<file path="config.mk">
export PLATFORM = sky130hd
export DESIGN_NAME = fifo_wr_arbiter
export DESIGN_NICKNAME = d
export VERILOG_FILES = /design/src/rtl/fifo_wr_arbiter.sv
export SDC_FILE = /design/constraint.sdc
export NUM_CORES = 1
export LEC_CHECK = 0
export ABC_CLOCK_PERIOD_IN_PS = 1900
export CORE_UTILIZATION = 36
export CTS_BUF_LIST = sky130_fd_sc_hd__clkbuf_8 sky130_fd_sc_hd__clkbuf_16
export DETAILED_ROUTE_END_ITERATION = 10
export PLACE_DENSITY_LB_ADDON = 0.05
export SLEW_MARGIN = 20
export SYNTH_ARGS = -nofsm -noshare
export SYNTH_HDL_FRONTEND = slang
export SYNTH_SLANG_ARGS = --single-unit
</file>
<file path="constraint.sdc">
create_clock -name clk -period 1.9 [get_ports clk]
set_input_delay 0.475 -clock clk [delete_from_list [all_inputs] [get_ports clk]]
set_output_delay 0.475 -clock clk [all_outputs]
set_load 0.005 [all_outputs]
</file>
<file path="src/rtl/fifo_wr_arbiter.sv">
// Round-robin arbiter for the fifo write port.
// NREQ producers use req/gnt handshakes. The owner's words pass straight through to fifo din/wr_en.
// Each ownership lasts at most BURST words. Writes stall while the fifo is full.
module fifo_wr_arbiter #(
    parameter int unsigned IW    = 2,
    parameter int unsigned DW    = 16,
    parameter int unsigned BURST = 4,
    parameter int unsigned CW    = 16
) (
    input  logic                     clk,
    input  logic                     reset,
    input  logic [(2**IW)-1:0]       req,
    input  logic [(2**IW)*DW-1:0]    din_bus,
    input  logic                     fifo_full,
    output logic [(2**IW)-1:0]       gnt,
    output logic [DW-1:0]            fifo_din,
    output logic                     fifo_wr_en,
    output logic [IW-1:0]            owner,
    output logic                     busy,
    output logic [CW-1:0]            wr_count
);

    localparam int unsigned NREQ    = 2**IW;
    localparam logic [7:0]  BURST_L = 8'(BURST);

    typedef enum logic {IDLE, OWN} state_t;

    state_t        state, state_nxt;
    logic [IW-1:0] owner_nxt;
    logic [IW-1:0] last, last_nxt;
    logic [IW-1:0] base, pick, idx;
    logic [7:0]    burst_cnt, burst_nxt;
    logic [CW-1:0] wr_count_nxt;
    logic          found;
    logic          any_req;
    logic          exit_own;

    // Rotating pick: scan base+1, base+2, ... so the previous owner is checked last.
    // While OWN, the base is the current owner because an exit sets last=owner on the same edge.
    always_comb begin
        base  = (state == OWN) ? owner : last;
        pick  = base;
        idx   = base;
        found = 1'b0;
        for (int unsigned k = 1; k <= NREQ; k++) begin
            idx = base + IW'(k);
            if (!found && req[idx]) begin
                pick  = idx;
                found = 1'b1;
            end
        end
    end

    // Zero-latency write datapath: only the owner can be granted, and only when the fifo has room.
    always_comb begin
        gnt = '0;
        if ((state == OWN) && req[owner] && !fifo_full) begin
            gnt[owner] = 1'b1;
        end
        fifo_wr_en = |gnt;
        fifo_din   = fifo_wr_en ? din_bus[owner*DW +: DW] : '0;
        busy       = (state == OWN);
    end

    // Next-state logic: ownership, burst accounting and the rotation decision.
    always_comb begin
        state_nxt    = state;
        owner_nxt    = owner;
        last_nxt     = last;
        burst_nxt    = burst_cnt;
        wr_count_nxt = wr_count;
        any_req      = |req;
        exit_own     = 1'b0;
        unique case (state)
            IDLE: begin
                if (any_req) begin
                    state_nxt = OWN;
                    owner_nxt = pick;
                    burst_nxt = '0;
                end
            end
            OWN: begin
                if (fifo_wr_en) begin
                    burst_nxt    = burst_cnt + 8'd1;
                    wr_count_nxt = wr_count + CW'(1);
                end
                // A dropped req ends ownership even while the fifo is full.
                exit_own = !req[owner] || (fifo_wr_en && ((burst_cnt + 8'd1) == BURST_L));
                if (exit_own) begin
                    last_nxt  = owner;
                    burst_nxt = '0;
                    if (any_req) begin
                        owner_nxt = pick;
                    end else begin
                        state_nxt = IDLE;
                    end
                end
            end
            default: state_nxt = IDLE;
        endcase
    end

    // State registers with asynchronous active-low reset.
    always_ff @(posedge clk or negedge reset) begin
        if (!reset) begin
            state     <= IDLE;
            owner     <= '0;
            last      <= '1;
            burst_cnt <= '0;
            wr_count  <= '0;
        end else begin
            state     <= state_nxt;
            owner     <= owner_nxt;
            last      <= last_nxt;
            burst_cnt <= burst_nxt;
            wr_count  <= wr_count_nxt;
        end
    end

endmodule

</file>
==> results.toml, run 1 <==
[yosys]
post-synth-top-area-cell = "dfrtp_1"
synth_area_leaders = "dfrtp_1 (31%), mux4_2 (18%), and3_1 (6.4%)"
synthFlopType = "dfrtp_1"
synth_warnings = 0
synth_edf_count = 0
ys_seq_area_share_pct = 33.80
postSynthAreaPerCell_sq_um = 10.94
async_flop_share_pct = 100.0
synth_cell_types = 55
synth_area_sq_um = 2155
synth-seq-cells = 29
synth_top_area_share_pct = 31.36
synth_cells = 197
syn_nets = 270

[grt]
grt.overflow.total = 0
grt_pass1_wl_um = 11300
antenna_found_initial = 0
grt_pass1_vias = 2197
grt_usage_pct = 23.69
grt_max_degree = 30

[sta]
period_minus_slack_ns = 2.322
rsz0062_at_grt = "yes"
whs_ns = 0.4673
finalMaxSlewViolations = 0
fin_crit_sh_pct = 122.2
fmax_mhz = 430.7
clock_skew_ns = 0.008425
layout_setup_ws_ns = -0.4221
hold_viol = 0
slew_headroom_pct = 74.58
worstMarginPinSlew_ns = 0.3814
final-setup-viol-count = 21

[clock_network]
clockBufferDepth = 2
cts_tree = "done"
htreeDepth = 2
cts_sinks = 29
insertion_delay_ns = 0.28
root_buffer = "clkbuf_8"
clkTransAtPathRegs_ns = 0.07
cts_buffers = 5

[power]
peakVddDrop_mv = 1.019
power_density_nw_per_um2 = 1063
fin_total_pwr_mw = 4.230
total_leakage_power_nw = 1.757

[place]
gp_congestion = 0.7644
port_buffers = 110
dp_slack_ns = -0.8017
hpwl_um = 5136

[route]
drt_first_iter_violations = 63
drt_pre_antenna_iters = 4
ant_nets = 0
drc_errors = 0
vias = 2164
routedWlPerCell_um = 17.05
routed_wl_um = 7145
via_per_inst = 5.165

[worst_hold_path]
hold_path.class = "register to register"
hp-start = "wr_count[15]"

[outcome]
outcome = "finished, violations left"
violations = "setup timing"

[layout]
area_growth_pct = 84.67
final_common_cell = "clkdlybuf4s50_1"
fin_nets = 419
drive_above_1_share_pct = 36.60
final_cell_mix = "clkdlybuf4s50_1 (84), buf_6 (29), dfrtp_1 (26), buf_4 (24), mux4_2 (17)"
utilization_pct = 70.53
diodes = 0

[flow_run]
cap_viol_max_count = 0

[setup_path]
critPathMaxFanout = 5
path_class = "register to output port"
critPathCaptureType = "output port"
arrival_ns = 1.85
reg2reg_from = "owner[0]"
required_ns = 1.42
startpoint_type = "register"
crit_start = "owner[0]"

[floorplan]
io-pin-count = 111
die_w_um = 79.36
coreArea_sq_um = 5642
start_util_pct = 38.19
die_area_sq_um = 6298
std_cell_rows = 27
die_y_um = 79.36
==> synth_stat cells (2+ instances only) <==
cell type / number
o21ai_0: 4
nand2_1: 10
clkbuf_1: 8
nor3_1: 2
nand4_1: 3
dfrtp_1: 27
and4_1: 3
nand2b_1: 2
xnor2_1: 10
inv_1: 10
mux2i_1: 6
nand3_1: 8
xor2_1: 6
and3_1: 22
dfstp_2: 2
mux2_2: 5
nor2_1: 8
o31ai_1: 2
nor3b_1: 2
a21o_1: 2
ha_1: 2
and4b_1: 2
mux4_2: 17
buf_2: 3
==> final timing paths <==
check / endpoint / slack [ns] / depth (start not counted)
setup / recovery: fifo_din[4] / -0.42 / 6
hold / removal: wr_count[15] / 0.47 / 1
setup reg to reg: burst_cnt[2] / -0.04 / 6
hold reg to reg: wr_count[15] / 0.47 / 1
max in group asynchronous: last[1] / 1.00 / 2
min in group asynchronous: wr_count[7] / 0.57 / 2
==> layout make-up <==
| class | count | area (sq um) |
|---|---|---|
| fillers | 440 | 1663 |
| repair buffers | 155 | 1587 |
| multi-input cells | 145 | 1434 |
| flip-flops and latches | 29 | 729.5 |
| clock buffers | 7 | 96.34 |
| well taps | 72 | 90.09 |
| inverters | 10 | 37.54 |
| clock inverters | 1 | 5.005 |
==> per-layer routing <==
| layer | share of wire, % | vias up | track usage (%) |
|---|---|---|---|
| met4 | 1.0 | 0 | 4.545 |
| met5 | 0 | - | 0 |
| met2 | 51 | 56 | 40.78 |
| met1 | 43 | 1052 | 29.88 |
| met3 | 5.3 | 8 | 6.207 |
| li1 | - | 1048 | - |
==> through the flow <==
step / TNS (ns) / instances / instance area (sq um)
floorplan: -2.121 / 197 / 2183
global placement: -23.70 / 392 / 3502
global route: -8.663 / 419 / 3979
CTS: -7.745 / 417 / 3850
finish: -7.056 / 419 / 3979
detailed placement: -24.69 / 392 / 3502
==> sequential cells by signal (all words and copies together) (netlist names) <==
register	count
burst_cnt	8
last	2
wr_count	16
busy	1
owner	2
==> timing repair <==
| item | CTS | global route |
|---|---|---|
| endpoints found under the hold margin | 0 | 0 |
| setup buffers | 14 | 2 |
| gates cloned | 4 | 0 |
| hold buffers | 0 | 0 |
| pin swaps | 5 | 2 |
| endpoints found under the setup margin | 38 | 39 |
| gates resized for setup | 124 | 23 |
==> power by group <==
group / switching [mW] / total [mW] / internal (mW) / leakage, nW
Clock: 0.235 / 0.562 / 0.327 / 0.0542
Combinational: 0.999 / 2.75 / 1.75 / 1.33
Sequential: 0.158 / 0.919 / 0.761 / 0.373
==> cells by family (layout without fill, tap and decap cells) <==
family                   count (synthesis)  in the layout  synth area share, %
AND/OR/NAND/NOR                         76             76                22.71
adder cells (fa/ha/maj)                  2              2                1.161
buffers and inverters                   23            173                4.587
XOR/XNOR                                16             16                6.504
flip-flops                              29             29                33.80
AO/OA/AOI/OAI                           23             23                8.072
multiplexers                            28             28                23.17
==> critical path: stages (launching register included) <==
cell     delay (ns)
dfrtp_2        0.43
buf_4          0.15
buf_12         0.13
buf_4          0.14
mux4_2         0.41
and3_4         0.19
buf_6          0.11
(Power assumes the default switching activity.)
==> run 2, diff against run 1 <==
--- a/config.mk
+++ b/config.mk
@@ -5,8 +5,8 @@
 export SDC_FILE = /design/constraint.sdc
 export NUM_CORES = 1
 export LEC_CHECK = 0
-export ABC_CLOCK_PERIOD_IN_PS = 1900
-export CORE_UTILIZATION = 36
+export ABC_CLOCK_PERIOD_IN_PS = 2950
+export CORE_UTILIZATION = 43
 export CTS_BUF_LIST = sky130_fd_sc_hd__clkbuf_8 sky130_fd_sc_hd__clkbuf_16
 export DETAILED_ROUTE_END_ITERATION = 10
 export PLACE_DENSITY_LB_ADDON = 0.05
==> constraint.sdc (replaced) <==
create_clock -name clk -period 2.95 [get_ports clk]
set_input_delay 0.7375 -clock clk [delete_from_list [all_inputs] [get_ports clk]]
set_output_delay 0.7375 -clock clk [all_outputs]
set_load 0.005 [all_outputs]
==> run 2 against run 1 <==
  * The run now ends clean
  * Die area shrank 16%
  * Cell area is 11% lower
  * Critical path type is now input port to output port
  * Combinational power fell by 50%
  * Non-clock buffer count fell by 18
  * Hold slack gained 0.015 ns
  * Setup slack improved by 0.48 ns
  * Clock power down 42%
  * Total power fell by 46%
  * Largest cell class is now multi-input gates
  * Clock-buffer cell count down 1
  * Core utilization rose by 3.6 points
==> results.toml, run 2 (synthesized netlist as in run 1, its figures left out) <==
[clock_network]
ctsHoldBuffers = 0
insertion_delay_ns = 0.28
clkTransAtPathRegs_ns = 0.05
cts_buffers = 5
htreeDepth = 2
clockBufferDepth = 2
cts_tree = "done"
root_buffer = "clkbuf_8"
cts_sinks = 29

[setup_path]
required_ns = 2.21
startpoint_type = "input port"
path_class = "input port to output port"
critPathCaptureType = "output port"
reg2regPathDepth = 7
critPathMaxFanout = 4
arrival_ns = 2.15

[layout]
max_flop_register = "wr_count"
drive_above_1_share_pct = 22.80
top_regs = "wr_count: 16 flops, burst_cnt: 8 flops"
utilization_pct = 74.14
fillers = 360
diodes = 0
final_cell_mix = "clkdlybuf4s50_1 (85), dfrtp_1 (27), and3_1 (22), buf_4 (22), mux4_2 (17)"
instances_no_fill = 396
fin_nets = 401
final_area_sq_um = 3548
final_common_cell = "clkdlybuf4s50_1"
largest_reg_flops = 16
area_growth_pct = 64.69

[route]
wl_met2_um = 3436
drc_errors = 0
maxUsedRoutingLayer = "met4"
ant_nets = 0
routedWlPerCell_um = 16.34
met1_length_um = 2588
drt_pre_antenna_iters = 4
via_per_inst = 5.364
routed_wl_um = 6471
vias = 2124
routed-wl-met3_um = 286
drt_first_iter_violations = 157

[grt]
grt.overflow.total = 0
grt_pass1_vias = 2166
grt_usage_pct = 26.06
antenna_found_initial = 0
grt_pass1_wl_um = 10340
grt_max_degree = 30

[place]
place_inst = 379
dp_slack_ns = -0.2953
hpwl_um = 4865
gp_congestion = 0.7947
place_area_sq_um = 3438
port_buffers = 110

[outcome]
outcome = "finished clean"

[sta]
fin_crit_sh_pct = 98.00
finalMaxSlewViolations = 0
tns_ns = 0
clock_skew_ns = 0.007141
worstMarginPinSlew_ns = 0.3714
hold_viol = 0
fmax_mhz = 345.9
slew_headroom_pct = 75.24
rsz0062_at_grt = "no"
layout_setup_ws_ns = 0.05914
whs_ns = 0.4819
final-setup-viol-count = 0
period_minus_slack_ns = 2.891

[power]
peakVddDrop_mv = 0.4101
power_density_nw_per_um2 = 644.5
total_leakage_power_nw = 1.638
fin_total_pwr_mw = 2.287

[flow_run]
cap_viol_max_count = 0

[worst_hold_path]
hold_depth = 1
hold_path.class = "register to register"

[floorplan]
io-pin-count = 111
coreArea_sq_um = 4786
die_y_um = 72.79
die_w_um = 72.79
start_util_pct = 45.02
std_cell_rows = 25
die_area_sq_um = 5298
## run 2: cell types whose count changed in the layout (fill, tap and decap cells not counted), sizes merged
cell,delta
buf,-32
bufbuf,-2
clkbuf,+4
clkdlybuf4s15,-2
clkdlybuf4s50,+1
clkinv,-1
dlygate4sd2,+11
dlymetal6s2s,+1
inv,+2
## run 2: report_power, final
| group | switching, mW | total, mW | internal (mW) |
|---|---|---|---|
| clock network | 0.143 | 0.326 | 0.183 |
| registers | 0.105 | 0.594 | 0.489 |
| logic | 0.542 | 1.37 | 0.825 |
| total | 0.791 | 2.29 | 1.50 |
## run 2: per-layer routing
layer / up-vias / global-route usage, %
li1: 1009 / -
met2: 74 / 45.79
met5: - / 0
met4: 0 / 9.150
met3: 18 / 6.077
met1: 1023 / 31.25
## run 2: final cells by class
class / instances / area (sq um) / share of cell area [%]
clock buffers: 6 / 82.58 / 2.327
multi-input cells: 145 / 1330 / 37.48
inverters: 10 / 37.54 / 1.058
repair buffers: 137 / 1279 / 36.04
well taps: 67 / 83.83 / 2.362
clock inverters: 2 / 7.507 / 0.2116
flip-flops and latches: 29 / 728.2 / 20.52
## run 2: final timing paths
path                                 to  slack, ns         start
min reg2reg                wr_count[15]       0.48  wr_count[15]
min in group asynchronous  burst_cnt[6]       0.85         reset
max in group asynchronous       last[0]       1.78         reset
max reg2reg                    owner[1]       0.65      owner[0]
max                              gnt[3]       0.06        req[3]
min                        wr_count[15]       0.48  wr_count[15]
## run 2: repair_timing
item	in CTS	in global routing
buffers inserted	8	0
cloned	1	0
endpoints found under the setup margin	21	10
pin swaps	1	0
gates resized for setup	46	6
## run 2: critical path: stages
cell           delay (ns)
dlygate4sd2_1        0.24
mux4_2               0.57
nand2_2              0.12
inv_1                0.06
and3_1               0.17
dlygate4sd2_1        0.26
==> run 3, diff against run 2 <==
--- a/config.mk
+++ b/config.mk
@@ -6,9 +6,10 @@
 export NUM_CORES = 1
 export LEC_CHECK = 0
 export ABC_CLOCK_PERIOD_IN_PS = 2950
-export CORE_UTILIZATION = 43
+export CORE_UTILIZATION = 40
 export CTS_BUF_LIST = sky130_fd_sc_hd__clkbuf_8 sky130_fd_sc_hd__clkbuf_16
 export DETAILED_ROUTE_END_ITERATION = 10
+export HOLD_SLACK_MARGIN = 0.02
 export PLACE_DENSITY_LB_ADDON = 0.05
 export SLEW_MARGIN = 20
 export SYNTH_ARGS = -nofsm -noshare
==> run 3 against run 2 <==
  * Die area rose by 7.3%
  * Total power is 5.5% higher
  * Final cell count is 0.76% higher
  * Hold slack got worse by 0.013 ns
  * Sequential cell count is the same
  * Largest power group unchanged
  * Cell area increased by 0.78%
  * Sequential share of layout area down 0.16 points
  * Routed wire length rose by 0.31%
  * Combinational power is essentially flat
  * Non-clock buffer count is the same
  * Largest cell class unchanged
  * Clock-buffer cell count did not move
==> results.toml, run 3 (synthesized netlist as in run 1, its figures left out) <==
[outcome]
outcome = "finished clean"

[route]
routed_wl_um = 6491
drt_first_iter_violations = 95
routedWlPerCell_um = 16.27
drt_pre_antenna_iters = 4
vias = 2143
via_per_inst = 5.371
drc_errors = 0
ant_nets = 0

[sta]
period_minus_slack_ns = 2.913
slew_headroom_pct = 74.64
rsz0062_at_grt = "no"
fin_crit_sh_pct = 98.75
tns_ns = 0
hold_viol = 0
finalMaxSlewViolations = 0
final-setup-viol-count = 0
worstMarginPinSlew_ns = 0.3804
fmax_mhz = 343.3
clock_skew_ns = 0.003866

[setup_path]
reg2reg_from = "owner[0]"
reg2regPathDepth = 7
path_class = "input port to output port"
rrSetupSlack_ns = 0.63
required_ns = 2.21
arrival_ns = 2.18
critPathMaxFanout = 5
critPathCaptureType = "output port"
startpoint_type = "input port"
r2r_end = "owner[0]"

[floorplan]
std_cell_rows = 26
io-pin-count = 111
start_util_pct = 41.92
die_w_um = 75.39
die_area_sq_um = 5684
die_y_um = 75.39
coreArea_sq_um = 5140

[layout]
final_cell_mix = "clkdlybuf4s50_1 (85), dfrtp_1 (27), buf_4 (23), and3_1 (21), mux4_2 (17)"
drive_above_1_share_pct = 24.01
area_growth_pct = 65.97
max_flop_register = "wr_count"
fin_nets = 401
final_common_cell = "clkdlybuf4s50_1"
largest_reg_flops = 16
diodes = 0
final_area_sq_um = 3576
top_regs = "wr_count: 16 flops, burst_cnt: 8 flops"

[grt]
antenna_found_initial = 0
grt.overflow.total = 0
grt_pass1_vias = 2149
grt_max_degree = 30
grt_usage_pct = 24.40
grt_pass1_wl_um = 10250

[place]
port_buffers = 110
hpwl_um = 5129
gp_congestion = 0.8154
place_area_sq_um = 3452

[clock_network]
cts_tree = "done"
cts_buffers = 5
cts_sinks = 29
insertion_delay_ns = 0.27
ctsHoldBuffers = 0
clkTransAtPathRegs_ns = 0.06
root_buffer = "clkbuf_8"
htreeDepth = 2
clockBufferDepth = 2

[worst_hold_path]
hold_depth = 1
hold_path.class = "register to register"
hp-start = "wr_count[15]"
min_to = "wr_count[15]"

[power]
peakVddDrop_mv = 0.4012
power_density_nw_per_um2 = 674.6
total_leakage_power_nw = 1.628

[flow_run]
cap_viol_max_count = 0
==> run 3: per-stage QoR <==
step,power [mW],utilization [%],setup slack (ns),hold WS (ns),cells
finish,2.412,69.57,0.03679,0.4688,399
global route,2.573,69.57,0.003844,0.4989,399
CTS,2.452,70.35,0.003403,0.4766,399
detailed placement,1.959,67.16,-0.2835,0.4618,385
global placement,1.952,67.16,-0.2809,0.4553,385
floorplan,1.361,-,0.4101,0.4419,197
==> run 3: routing by layer <==
metal | global-route usage [%] | share of wire [%] | up-vias
met4 | 5.556 | 1.6 | 0
li1 | - | - | 1011
met2 | 42.56 | 51 | 74
met5 | 0 | 0 | -
met3 | 7.804 | 6.8 | 8
met1 | 29.46 | 41 | 1050
==> run 3: worst max-delay path, cell delays in order <==
cell	delay, ns
dlygate4sd2_1	0.24
mux4_2	0.58
buf_6	0.17
buf_4	0.12
and3_1	0.13
clkdlybuf4s15_1	0.19
==> run 3: power breakdown <==
part	internal (mW)	switching [mW]
Clock	0.272	0.149
Sequential	0.488	0.103
Combinational	0.842	0.559
==> run 3: cell type report <==
class,instances,area (sq um)
clock buffers,6,82.58
clock inverters,2,33.78
fillers,434,1564
inverters,10,37.54
multi-input cells,145,1341
flip-flops and latches,29,728.2
well taps,70,87.58
repair buffers,137,1265
==> run 3: repair_timing <==
item,in CTS,in global routing
setup endpoints to repair,21,11
setup buffers,5,0
pin swaps,1,1
gates cloned,1,0
gates resized for setup,42,12
==> run 3: how the worst max path moves through the flow <==
stage | start | end | cells after the start
2_1_floorplan | req[3] | fifo_din[10] | 4
3_3_place_gp | req[3] | fifo_din[14] | 5
3_5_place_dp | req[2] | fifo_din[14] | 5
4_1_cts | req[3] | fifo_din[0] | 6
5_1_grt | req[2] | fifo_din[12] | 6
6_report | req[3] | fifo_din[12] | 6
